$ cat config.mk
export PLATFORM = sky130hd
export DESIGN_NAME = ysyx_22040237_ifetch_bridge
export DESIGN_NICKNAME = d
export VERILOG_FILES = /design/src/rtl/ysyx_22040237_ifetch_pkg.sv /design/src/rtl/ysyx_22040237_ifetch_buf.sv /design/src/rtl/ysyx_22040237_ifetch_bridge.sv
export SDC_FILE = /design/constraint.sdc
export NUM_CORES = 1
export LEC_CHECK = 0
export ABC_AREA = 1
export CORE_UTILIZATION = 35
export CTS_BUF_LIST = sky130_fd_sc_hd__clkbuf_4 sky130_fd_sc_hd__clkbuf_8 sky130_fd_sc_hd__clkbuf_16
export DETAILED_ROUTE_END_ITERATION = 16
export PLACE_DENSITY = 0.63
export SLEW_MARGIN = 0
export SYNTH_ARGS = -nofsm -noshare
export SYNTH_HDL_FRONTEND = slang
export SYNTH_SLANG_ARGS = --single-unit
$ cat constraint.sdc
create_clock -name clk -period 3.27 [get_ports clk]
set_clock_uncertainty 0.15 [all_clocks]
set_input_delay 0.654 -clock clk [delete_from_list [all_inputs] [get_ports clk]]
set_output_delay 0.654 -clock clk [all_outputs]
set_load 0.005 [all_outputs]
$ cat src/rtl/ysyx_22040237_ifetch_pkg.sv
// Shared definitions for the instruction-fetch bridge.
//
// Contents:
//   fetchState_e      - request FSM states (IDLE, REQ, WAIT)
//   DEFAULT_NOP_INST  - instruction shown to the core when nothing valid is buffered
//   isWordAligned()   - returns 1 when the low two PC bits address a word boundary
package ysyx_22040237_ifetch_pkg;

   typedef enum logic [1:0] {
      IDLE = 2'd0,
      REQ  = 2'd1,
      WAIT = 2'd2
   } fetchState_e;

   localparam logic [31:0] DEFAULT_NOP_INST = 32'h0000_0013;

   function automatic logic isWordAligned(input logic [1:0] lowBits);
      return (lowBits == 2'b00);
   endfunction

endpackage

$ cat src/rtl/ysyx_22040237_ifetch_buf.sv
// One-entry instruction buffer holding the most recently fetched word.
//
// Ports:
//   clk, rst         - clock, asynchronous active-high reset
//   fill_i           - load tag/data/err and mark the entry valid
//   fillTag_i        - word-aligned address of the filled instruction
//   fillData_i       - instruction word
//   fillErr_i        - bus error reported for this word
//   inval_i          - clear the valid bit (wins over fill)
//   lookupAddr_i     - word-aligned address to compare against the tag
//   hit_o            - entry valid and tag matches lookupAddr_i
//   data_o, err_o    - buffered instruction and error flag
module ysyx_22040237_ifetch_buf
   import ysyx_22040237_ifetch_pkg::*;
#(
   parameter int                 ADDR_W   = 32,
   parameter int                 INST_W   = 32,
   parameter logic [INST_W-1:0]  NOP_INST = INST_W'(DEFAULT_NOP_INST)
) (
   input  logic              clk,
   input  logic              rst,
   input  logic              fill_i,
   input  logic [ADDR_W-1:0] fillTag_i,
   input  logic [INST_W-1:0] fillData_i,
   input  logic              fillErr_i,
   input  logic              inval_i,
   input  logic [ADDR_W-1:0] lookupAddr_i,
   output logic              hit_o,
   output logic [INST_W-1:0] data_o,
   output logic              err_o
);

   logic              valid_q, valid_d;
   logic [ADDR_W-1:0] tag_q, tag_d;
   logic [INST_W-1:0] data_q, data_d;
   logic              err_q, err_d;

   // Next-state for the entry. Invalidate has priority so a flush that
   // coincides with a fill leaves the entry empty.
   always_comb begin
      valid_d = valid_q;
      tag_d   = tag_q;
      data_d  = data_q;
      err_d   = err_q;
      if (fill_i) begin
         valid_d = 1'b1;
         tag_d   = fillTag_i;
         data_d  = fillData_i;
         err_d   = fillErr_i;
      end
      if (inval_i) begin
         valid_d = 1'b0;
      end
   end

   // Entry registers.
   always_ff @(posedge clk or posedge rst) begin
      if (rst) begin
         valid_q <= 1'b0;
         tag_q   <= '0;
         data_q  <= NOP_INST;
         err_q   <= 1'b0;
      end else begin
         valid_q <= valid_d;
         tag_q   <= tag_d;
         data_q  <= data_d;
         err_q   <= err_d;
      end
   end

   assign hit_o  = valid_q & (tag_q == lookupAddr_i);
   assign data_o = data_q;
   assign err_o  = err_q;

endmodule

$ cat src/rtl/ysyx_22040237_ifetch_bridge.sv
// Instruction-fetch bridge between the core PC and a valid/ready
// instruction memory. A buffer hit supplies the instruction in the same
// cycle; a miss issues a single memory read and stalls the core until the
// response has been written into the buffer.
//
// Ports:
//   clk, rst                 - clock, asynchronous active-high reset
//   pc                       - current PC from the core
//   flush                    - invalidate buffer, discard in-flight response
//   inst, inst_valid         - instruction to the core and its validity
//   stall                    - inverse of inst_valid
//   fetch_err                - fetch faulted (meaningful with inst_valid)
//   mem_req_valid/ready/addr - read request channel
//   mem_resp_valid/ready     - response handshake
//   mem_resp_data/err        - returned instruction and bus error
//
// Build option: IFETCH_MISALIGN_CHECK_EN - when defined, a PC with nonzero
// low bits reports an immediate fault without touching memory or buffer.
module ysyx_22040237_ifetch_bridge
   import ysyx_22040237_ifetch_pkg::*;
#(
   parameter int                ADDR_W   = 32,
   parameter int                INST_W   = 32,
   parameter logic [INST_W-1:0] NOP_INST = INST_W'(DEFAULT_NOP_INST)
) (
   input  logic              clk,
   input  logic              rst,
   input  logic [ADDR_W-1:0] pc,
   input  logic              flush,
   output logic [INST_W-1:0] inst,
   output logic              inst_valid,
   output logic              stall,
   output logic              fetch_err,
   output logic              mem_req_valid,
   input  logic              mem_req_ready,
   output logic [ADDR_W-1:0] mem_req_addr,
   input  logic              mem_resp_valid,
   output logic              mem_resp_ready,
   input  logic [INST_W-1:0] mem_resp_data,
   input  logic              mem_resp_err
);

   fetchState_e       state_q, state_d;
   logic [ADDR_W-1:0] reqAddr_q, reqAddr_d;
   logic              drop_q, drop_d;

   logic [ADDR_W-1:0] pcAligned;
   logic              misaligned;
   logic              bufHit;
   logic [INST_W-1:0] bufData;
   logic              bufErr;
   logic              bufFill;

   assign pcAligned = pc & ~{{(ADDR_W-2){1'b0}}, 2'b11};

`ifdef IFETCH_MISALIGN_CHECK_EN
   assign misaligned = ~isWordAligned(pc[1:0]);
`else
   assign misaligned = 1'b0;
`endif

   // A response fills the buffer only if no flush has occurred since the
   // request was issued, including a flush in the very cycle it arrives.
   assign bufFill = (state_q == WAIT) & mem_resp_valid & ~drop_q & ~flush;

   ysyx_22040237_ifetch_buf #(
      .ADDR_W   (ADDR_W),
      .INST_W   (INST_W),
      .NOP_INST (NOP_INST)
   ) u_buf (
      .clk          (clk),
      .rst          (rst),
      .fill_i       (bufFill),
      .fillTag_i    (reqAddr_q),
      .fillData_i   (mem_resp_data),
      .fillErr_i    (mem_resp_err),
      .inval_i      (flush),
      .lookupAddr_i (pcAligned),
      .hit_o        (bufHit),
      .data_o       (bufData),
      .err_o        (bufErr)
   );

   // Request FSM. The request stays valid with a stable address until the
   // memory accepts it, even when flushed; the flush is remembered in drop
   // so the eventual response is consumed and thrown away.
   always_comb begin
      state_d        = state_q;
      reqAddr_d      = reqAddr_q;
      drop_d         = drop_q;
      mem_req_valid  = 1'b0;
      mem_resp_ready = 1'b0;
      case (state_q)
         IDLE: begin
            if (~bufHit & ~misaligned & ~flush) begin
               reqAddr_d = pcAligned;
               state_d   = REQ;
            end
         end
         REQ: begin
            mem_req_valid = 1'b1;
            if (flush) drop_d = 1'b1;
            if (mem_req_ready) state_d = WAIT;
         end
         WAIT: begin
            mem_resp_ready = 1'b1;
            if (flush) drop_d = 1'b1;
            if (mem_resp_valid) begin
               state_d = IDLE;
               drop_d  = 1'b0;
            end
         end
         default: state_d = IDLE;
      endcase
   end

   // FSM, request address and drop registers.
   always_ff @(posedge clk or posedge rst) begin
      if (rst) begin
         state_q   <= IDLE;
         reqAddr_q <= '0;
         drop_q    <= 1'b0;
      end else begin
         state_q   <= state_d;
         reqAddr_q <= reqAddr_d;
         drop_q    <= drop_d;
      end
   end

   assign mem_req_addr = reqAddr_q;

   // Core-facing outputs. A misaligned PC (when checked) overrides the
   // buffer with an immediate faulting NOP.
   assign inst_valid = misaligned | bufHit;
   assign inst       = (bufHit & ~misaligned) ? bufData : NOP_INST;
   assign fetch_err  = misaligned | (bufHit & bufErr);
   assign stall      = ~inst_valid;

endmodule

; ---- Word-level counts from Yosys, hierarchy flattened
; Cells that the tools add are included.
[word_totals]
reg_bits = 97
out_inout_bits = 69
input_bits = 70
wordCells = 39
[classes]
mux = 12
n_bitwise = 9
eq_ne = 6
n_reduce_logical = 5
[ops]
columns = op, count
row1 = $mux W32, 1
row2 = $eq A30 B30 Y1, 1
row3 = $and A1 B1 Y1, 6
row4 = $mux W1, 6
row5 = $mux W2, 3
row6 = $ne A2 B2 Y1 const B, 3
row7 = $pmux W2 S3, 1
row8 = $reduce_bool A2 Y1, 2
row9 = $not A1 Y1, 3
row10 = $reduce_and A3 Y1, 1
row11 = $eq A2 B1 Y1 const B, 1
row12 = $eq A2 B2 Y1 const B, 1
row13 = $logic_not A2 Y1, 1
row14 = $pmux W1 S2, 1
row15 = $reduce_and A2 Y1, 1

; ---- Logic depth before layout (Yosys ltp)
; Gate-level depths: netlist of the first run.
[logic_depth]
depth_word = 6
ltp_mapped = 14
ltp_nobuf = 14

; ---- Cells and area by module
; Synthesis of the first run repeated with hierarchy kept, for this count alone.
[unflattened]
cells_unflattened = 630
area_unflattened_um2 = 4772.1
[by_module_without_submodules]
columns = mod, seq_area_each_um2, cells_per_inst, n_inst, area_per_inst_um2
row1 = ysyx_22040237_ifetch_buf, 1655.3, 395, 1, 3016.6
row2 = ysyx_22040237_ifetch_bridge, 825.8, 235, 1, 1755.4

; ---- Least setup slack after synthesis of the first run
; OpenSTA, ideal clock, no wires.
[synth_path]
path_type = input -> output
startpoint = input port pc[8]
endpoint = output port inst[22]
arrival_ps = 1515
n_path_buf = 1
stages = 10
path_slack_ps = 951
t_required_ps = 2466
path_cell_list = inv_1 -> nand2_1 -> nand2_1 -> nand2_1 -> nor2_1 -> nand2_1 -> nor2_2 -> nand2_2 -> clkbuf_1 -> nor2_1
[synth_between]
elab_chain_len = 3
[synth_lines]
columns = item, line_no
row1 = start: declaration, ysyx_22040237_ifetch_bridge.sv:28  ; input logic [ADDR_W-1:0] pc,
row2 = $eq A30 B30 Y1, ysyx_22040237_ifetch_buf.sv:71  ; assign hit_o = valid_q & (tag_q == lookupAddr_i);
row3 = $and A1 B1 Y1, ysyx_22040237_ifetch_buf.sv:71
row4 = $mux W32, ysyx_22040237_ifetch_bridge.sv:135  ; assign inst = (bufHit & ~misaligned) ? bufData : NOP_INST;
row5 = end: declaration, ysyx_22040237_ifetch_bridge.sv:30  ; output logic [INST_W-1:0] inst,
; Every way passes these cells.

; ---- Worst setup path in the final report of the first run
[layout_path]
startpoint = input port pc[2]
endpoint = output port inst[1]
; Same word-level chain as after synthesis.

==> results of run 1 <==
layout make-up:
| cell class | instances | area, µm² |
|---|---|---|
| Inverter | 115 | 435 |
| Clock inverter | 3 | 40.0 |
| Multi-Input combinational cell | 343 | 1560 |
| Tap cell | 172 | 215 |
| Timing Repair Buffer | 150 | 1530 |
| Fill cell | 1240 | 6150 |
| Clock buffer | 13 | 262 |
| Sequential cell | 97 | 2430 |
timing repair:
action,in CTS,in global routing
pin swaps,2,6
resized for setup,32,24
setup endpoints to repair,34,29
cloned,0,1
layer usage:
layer / global-route usage, % / vias to the layer above
li1: - / 1991
met1: 19.9 / 1754
met2: 27.3 / 97
met3: 4.34 / 14
met4: 7.62 / 0
met5: 0 / -
where the power goes:
group	switching (mW)	total [mW]	internal, mW	leakage [nW]
Combinational	0.711	1.46	0.751	2.35
Clock	0.436	1.07	0.637	0.154
Sequential	0.262	1.95	1.69	1.06
critical path: stages:
cell and delay, ns:
clkdlybuf4s50_1 0.44, xnor2_1 0.25, nand2_1 0.08, nor2_1 0.10
nand2_1 0.09, nor2_4 0.13, nand2_4 0.08, buf_12 0.16
inv_2 0.07, nand2_1 0.04, dlygate4sd2_1 0.25
logic make-up (layout without fill, tap and decap cells):
kind of cell             Yosys count  count (layout)  share of synthesized area (%)
XOR/XNOR                           6               6                           1.16
buffers and inverters            140             281                           12.7
flip-flops                        97              97                           53.9
AO/OA/AOI/OAI                     98              98                           11.5
AND/OR/NAND/NOR                  234             234                           19.9
adder cells (fa/ha/maj)            3               3                          0.832
other                              1               2                         0.0831
worst max-delay path by stage:
stage / startpoint / endpoint / slack (ns) / depth (start not counted)
after detailed placement: pc[30] / inst[7] / -0.16 / 10
after global routing: pc[21] / inst[1] / -0.02 / 14
after floorplan: pc[8] / inst[22] / 0.95 / 10
after CTS: pc[31] / inst[19] / -0.13 / 13
after global placement: pc[30] / inst[7] / -0.17 / 10
final: pc[2] / inst[1] / 0.12 / 11
flip-flops by register name, indices dropped and copies added, names as in the netlist:
signal / cells
u_buf.tag_q: 30
state_q: 2
drop_q: 1
mem_req_addr: 30
u_buf.data_o: 32
u_buf.valid_q: 1
u_buf.err_o: 1
layout by cell type (no fill, tap or decap), drive strengths merged, types with 2 or more instances in the layout:
cell,count
nand2,132
inv,114
clkdlybuf4s50,98
nor2,97
dfrtp,94
a21oi,59
o21ai,37
dlygate4sd2,25
buf,15
clkbuf,14
dlymetal6s2s,7
xnor2,5
clkdlybuf4s15,4
ha,3
dfstp,3
nand3,3
nand4,2
conb,2
clkinv,2
==> flow_metrics.tcl, run 1 <==
set metrics [dict create \
    vias 3856 \
    fmax_ghz 0.317 \
    avgSynthCellArea_um2 7.80 \
    finalSetupViolCount 0 \
    slew_headroom_pct 64.0 \
    core_area_um2 12600 \
    min_to "u_buf.data_o[4]$_DFFE_PP1P_" \
    grt_max_degree 89 \
    cts_tree "built" \
    die_width_um 116 \
    syn2layout_area_growth_pct 43.3 \
    cts_buffers 9 \
    ys_seq_area_share_pct 53.9 \
    ant_nets 0 \
    synth_area_leaders "dfrtp_1, nand2_1, inv_1" \
    final_nets 789 \
    cellLeakagePower_nw 3.56 \
    worst_r2r_endpoint "mem_req_addr[6]$_DFFE_PP0P_" \
    route.met3.wl_um 666 \
    reg2reg_from "u_buf.tag_q[2]$_DFFE_PP0P_" \
    die-area_um2 13400 \
    wl_per_cell_um 11.8 \
    dp_hpwl_mm 7.34 \
    antenna_found_initial 0 \
    period_share_pct 96.3 \
    tns_ns 0 \
    grt_pass1_wl_mm 16.7 \
    final_util_pct 51.2 \
    critPathArrivalTime_ns 2.35 \
    holdBufCountCts 0 \
    required_ns 2.47 \
    drv_cap 0 \
    vias_per_cell 4.32 \
    hold_viol_final 0 \
    cts.sinks 97 \
    port_buffers 134 \
    placed_cells 876 \
    fin_area_um2 6470 \
    ys_ff_latch 97 \
    yosysTopAreaCell "dfrtp_1" \
    fin_ws_ns 0.120 \
    reg2reg_slack_ns 1.15 \
    grt_pass1_vias 3636 \
    slew_viol_final 0 \
    syn-cell-area_um2 4510 \
    yosys_most_used_dff "dfrtp_1" \
    period_minus_slack_ns 3.15 \
    first_pass_iters 4 \
    min_from "u_buf.data_o[4]$_DFFE_PP1P_" \
    wl_met1_mm 4.73 \
    netlist_instances 579 \
    worstSetupPathType "input pin to output pin" \
    status "finished clean" \
    initial_core_util_pct 35.8 \
    power_density_nw_per_um2 694 \
    ys.warnings.count 0 \
    grtUsageTotal_pct 16.4 \
    clkSlewWorstSetupHoldPaths_ns 0.06 \
    holdWs_ns 0.326 \
    place.gp.congestion 0.718 \
    startpoint_type "input pin" \
    wl_mm 10.6 \
    drive_gt1_share_pct 8.60 \
    netlist_top_cells_count "nand2_1, inv_1, nor2_1, dfrtp_1, a21oi_1" \
    ys_async_sr_fraction_pct 100 \
    r2r_cells 11 \
    post_cts_buffers 0 \
    hp-class "register to register" \
    placement.setup.worst_slack_ns -0.159 \
    yosysMostFrequentCell "nand2_1" \
    endpoint_kind "output pin" \
    cp_max_fo 17 \
    cts-root-buf "clkbuf_16" \
    antenna_cells 0 \
    route.detailed.drc 0 \
    clockBufferDepth 2 \
    place_area_um2 6110 \
    routed-wl-met2_mm 4.96 \
    drt-initial-drc-count 136 \
    synth.top_cell.area_share_pct 52.1 \
    layoutNonFillerInstCount 893 \
    boundaryPins 139 \
    worst_pin_slew_ns 0.539 \
    power_mw 4.49 \
    topRoutingLayerUsed "met4" \
    die_h_um 116 \
    synth_edf_count 0 \
    clock_latency_ns 0.34 \
    synth_cell_types 26 \
    htree_num_levels 3 \
    vdd_drop_max_uv 335 \
    num_rows 41 \
    whs_path_depth 2 \
    grt_overflow_total 0 \
]
Note: power is estimated with default switching activity, not from simulation.
==> run 2, diff against run 1 <==
clock period = 2.75 ns   (was 3.27 ns; I/O delays follow)
==> flow_metrics.tcl, run 2 (same netlist as run 1, synthesis figures left out) <==
set metrics [dict create \
    final_util_pct 51.5 \
    slew_viol_final 0 \
    worst_pin_slew_ns 0.612 \
    vdd_drop_max_uv 399 \
    worstSetupPathType "input pin to output pin" \
    cts_tree "built" \
    num_rows 41 \
    antenna_found_initial 0 \
    placed_cells 876 \
    layout.cells.most_common "nand2_1" \
    finalSetupViolCount 0 \
    rsz0062_at_grt "true" \
    first_pass_iters 4 \
    met1_usage_pct 21.7 \
    place_area_um2 6100 \
    hp-class "input pin to async pin" \
    grtUsageTotal_pct 17.5 \
    busiest_layer "met2" \
    drv_cap 0 \
    tns_ns 0 \
    die-area_um2 13400 \
    final_nets 803 \
    initial_core_util_pct 35.8 \
    port_buffers 134 \
    die_width_um 116 \
    clockBufferDepth 2 \
    required_ns 2.05 \
    cellLeakagePower_nw 3.53 \
    regArea_um2 2430 \
    cts_buffers 9 \
    core_area_um2 12600 \
    holdWs_ns 0.307 \
    cts-root-buf "clkbuf_16" \
    power_mw 5.43 \
    htree_num_levels 3 \
    cts.sinks 97 \
    clkSlewWorstSetupHoldPaths_ns 0.06 \
    power_density_nw_per_um2 836 \
    cp_max_fo 8 \
    grt_overflow_total 0 \
    fillers 1256 \
    period_share_pct 97.7 \
    vias_per_cell 4.30 \
    reg2reg_from "u_buf.tag_q[2]$_DFFE_PP0P_" \
    clock_latency_ns 0.34 \
    reg2reg_slack_ns 0.46 \
    layoutNonFillerInstCount 907 \
    layout_common_cells "nand2_1, inv_1, dfrtp_1" \
    period_minus_slack_ns 2.69 \
    fin_area_um2 6500 \
    endpoint_kind "output pin" \
    wl_mm 10.8 \
    grt_pass1_wl_mm 17.9 \
    fmax_ghz 0.372 \
    boundaryPins 139 \
    startpoint_type "input pin" \
    slew_headroom_pct 59.2 \
    antenna_cells 0 \
    syn2layout_area_growth_pct 44.0 \
    route.detailed.drc 0 \
    status "finished clean" \
    critPathArrivalTime_ns 1.99 \
    vias 3899 \
    die_h_um 116 \
    drive_gt1_share_pct 17.6 \
    wl_per_cell_um 11.9 \
    drt-initial-drc-count 154 \
    holdBufCountCts 0 \
    dp_hpwl_mm 7.60 \
    ant_nets 0 \
    fin_ws_ns 0.0623 \
    multi_input_area_um2 1620 \
    place.gp.congestion 0.733 \
    hold_viol_final 0 \
    grt_pass1_vias 3828 \
    largest_register_ffs 32 \
    r2r_cells 13 \
    worst_r2r_endpoint "mem_req_addr[2]$_DFFE_PP0P_" \
    grt_max_degree 68 \
    met3_usage_pct 3.71 \
    placement.setup.worst_slack_ns -0.531 \
    gr-usage-met2_pct 29.5 \
]
==> run 2: changes by cell type in the layout (fill, tap and decap cells not counted), sizes merged <==
cell	delta
buf	+43
clkdlybuf4s50	-29
clkbuf	+8
dlymetal6s2s	-7
dlygate4sd2	-5
clkdlybuf4s15	+2
clkinvlp	+2
bufinv	+1
clkinv	-1
==> run 2: area by class of cell <==
type                    instances  share of cell area [%]
multi-input cells             343                    24.9
clock buffers                  11                    3.79
flip-flops and latches         97                    37.4
inverters                     115                    6.74
well taps                     172                    3.31
repair buffers                164                    22.6
clock inverters                 5                    1.23
==> run 2: critical path, stage by stage <==
cell	delay, ns
dlygate4sd2_1	0.24
inv_1	0.07
nand2_1	0.05
nand2_1	0.05
nand2_1	0.06
nor2_2	0.12
nand2_2	0.07
nor2_4	0.11
nand2_2	0.08
buf_6	0.14
buf_12	0.14
buf_8	0.12
nor2_4	0.06
buf_2	0.11
==> run 2: power breakdown <==
group	internal, mW	total (mW)	switching (mW)
sequential	2.01	2.32	0.310
combinational	0.883	1.77	0.883
clock	0.830	1.35	0.516
total	3.72	5.43	1.71
==> run 2: per-layer routing <==
metal,up-vias,wire length [µm]
li1,2025,-
met1,1767,4820
met2,95,5220
met3,12,590
met4,0,191
met5,-,0
==> run 2: timing repair <==
action,in CTS,in global routing
gates cloned,1,0
setup endpoints to repair,35,35
gates resized for setup,176,49
setup buffers,12,2
pin swaps,17,25
==> run 2: worst max path at each step <==
stage / from / to / slack (ns)
3_5_place_dp: pc[2] / inst[18] / -0.53
6_report: pc[16] / inst[26] / 0.06
2_1_floorplan: pc[8] / inst[22] / 0.64
3_3_place_gp: pc[2] / inst[7] / -0.55
4_1_cts: u_buf.tag_q[2]$_DFFE_PP0P_ / inst[22] / -0.05
5_1_grt: pc[16] / inst[20] / -0.09
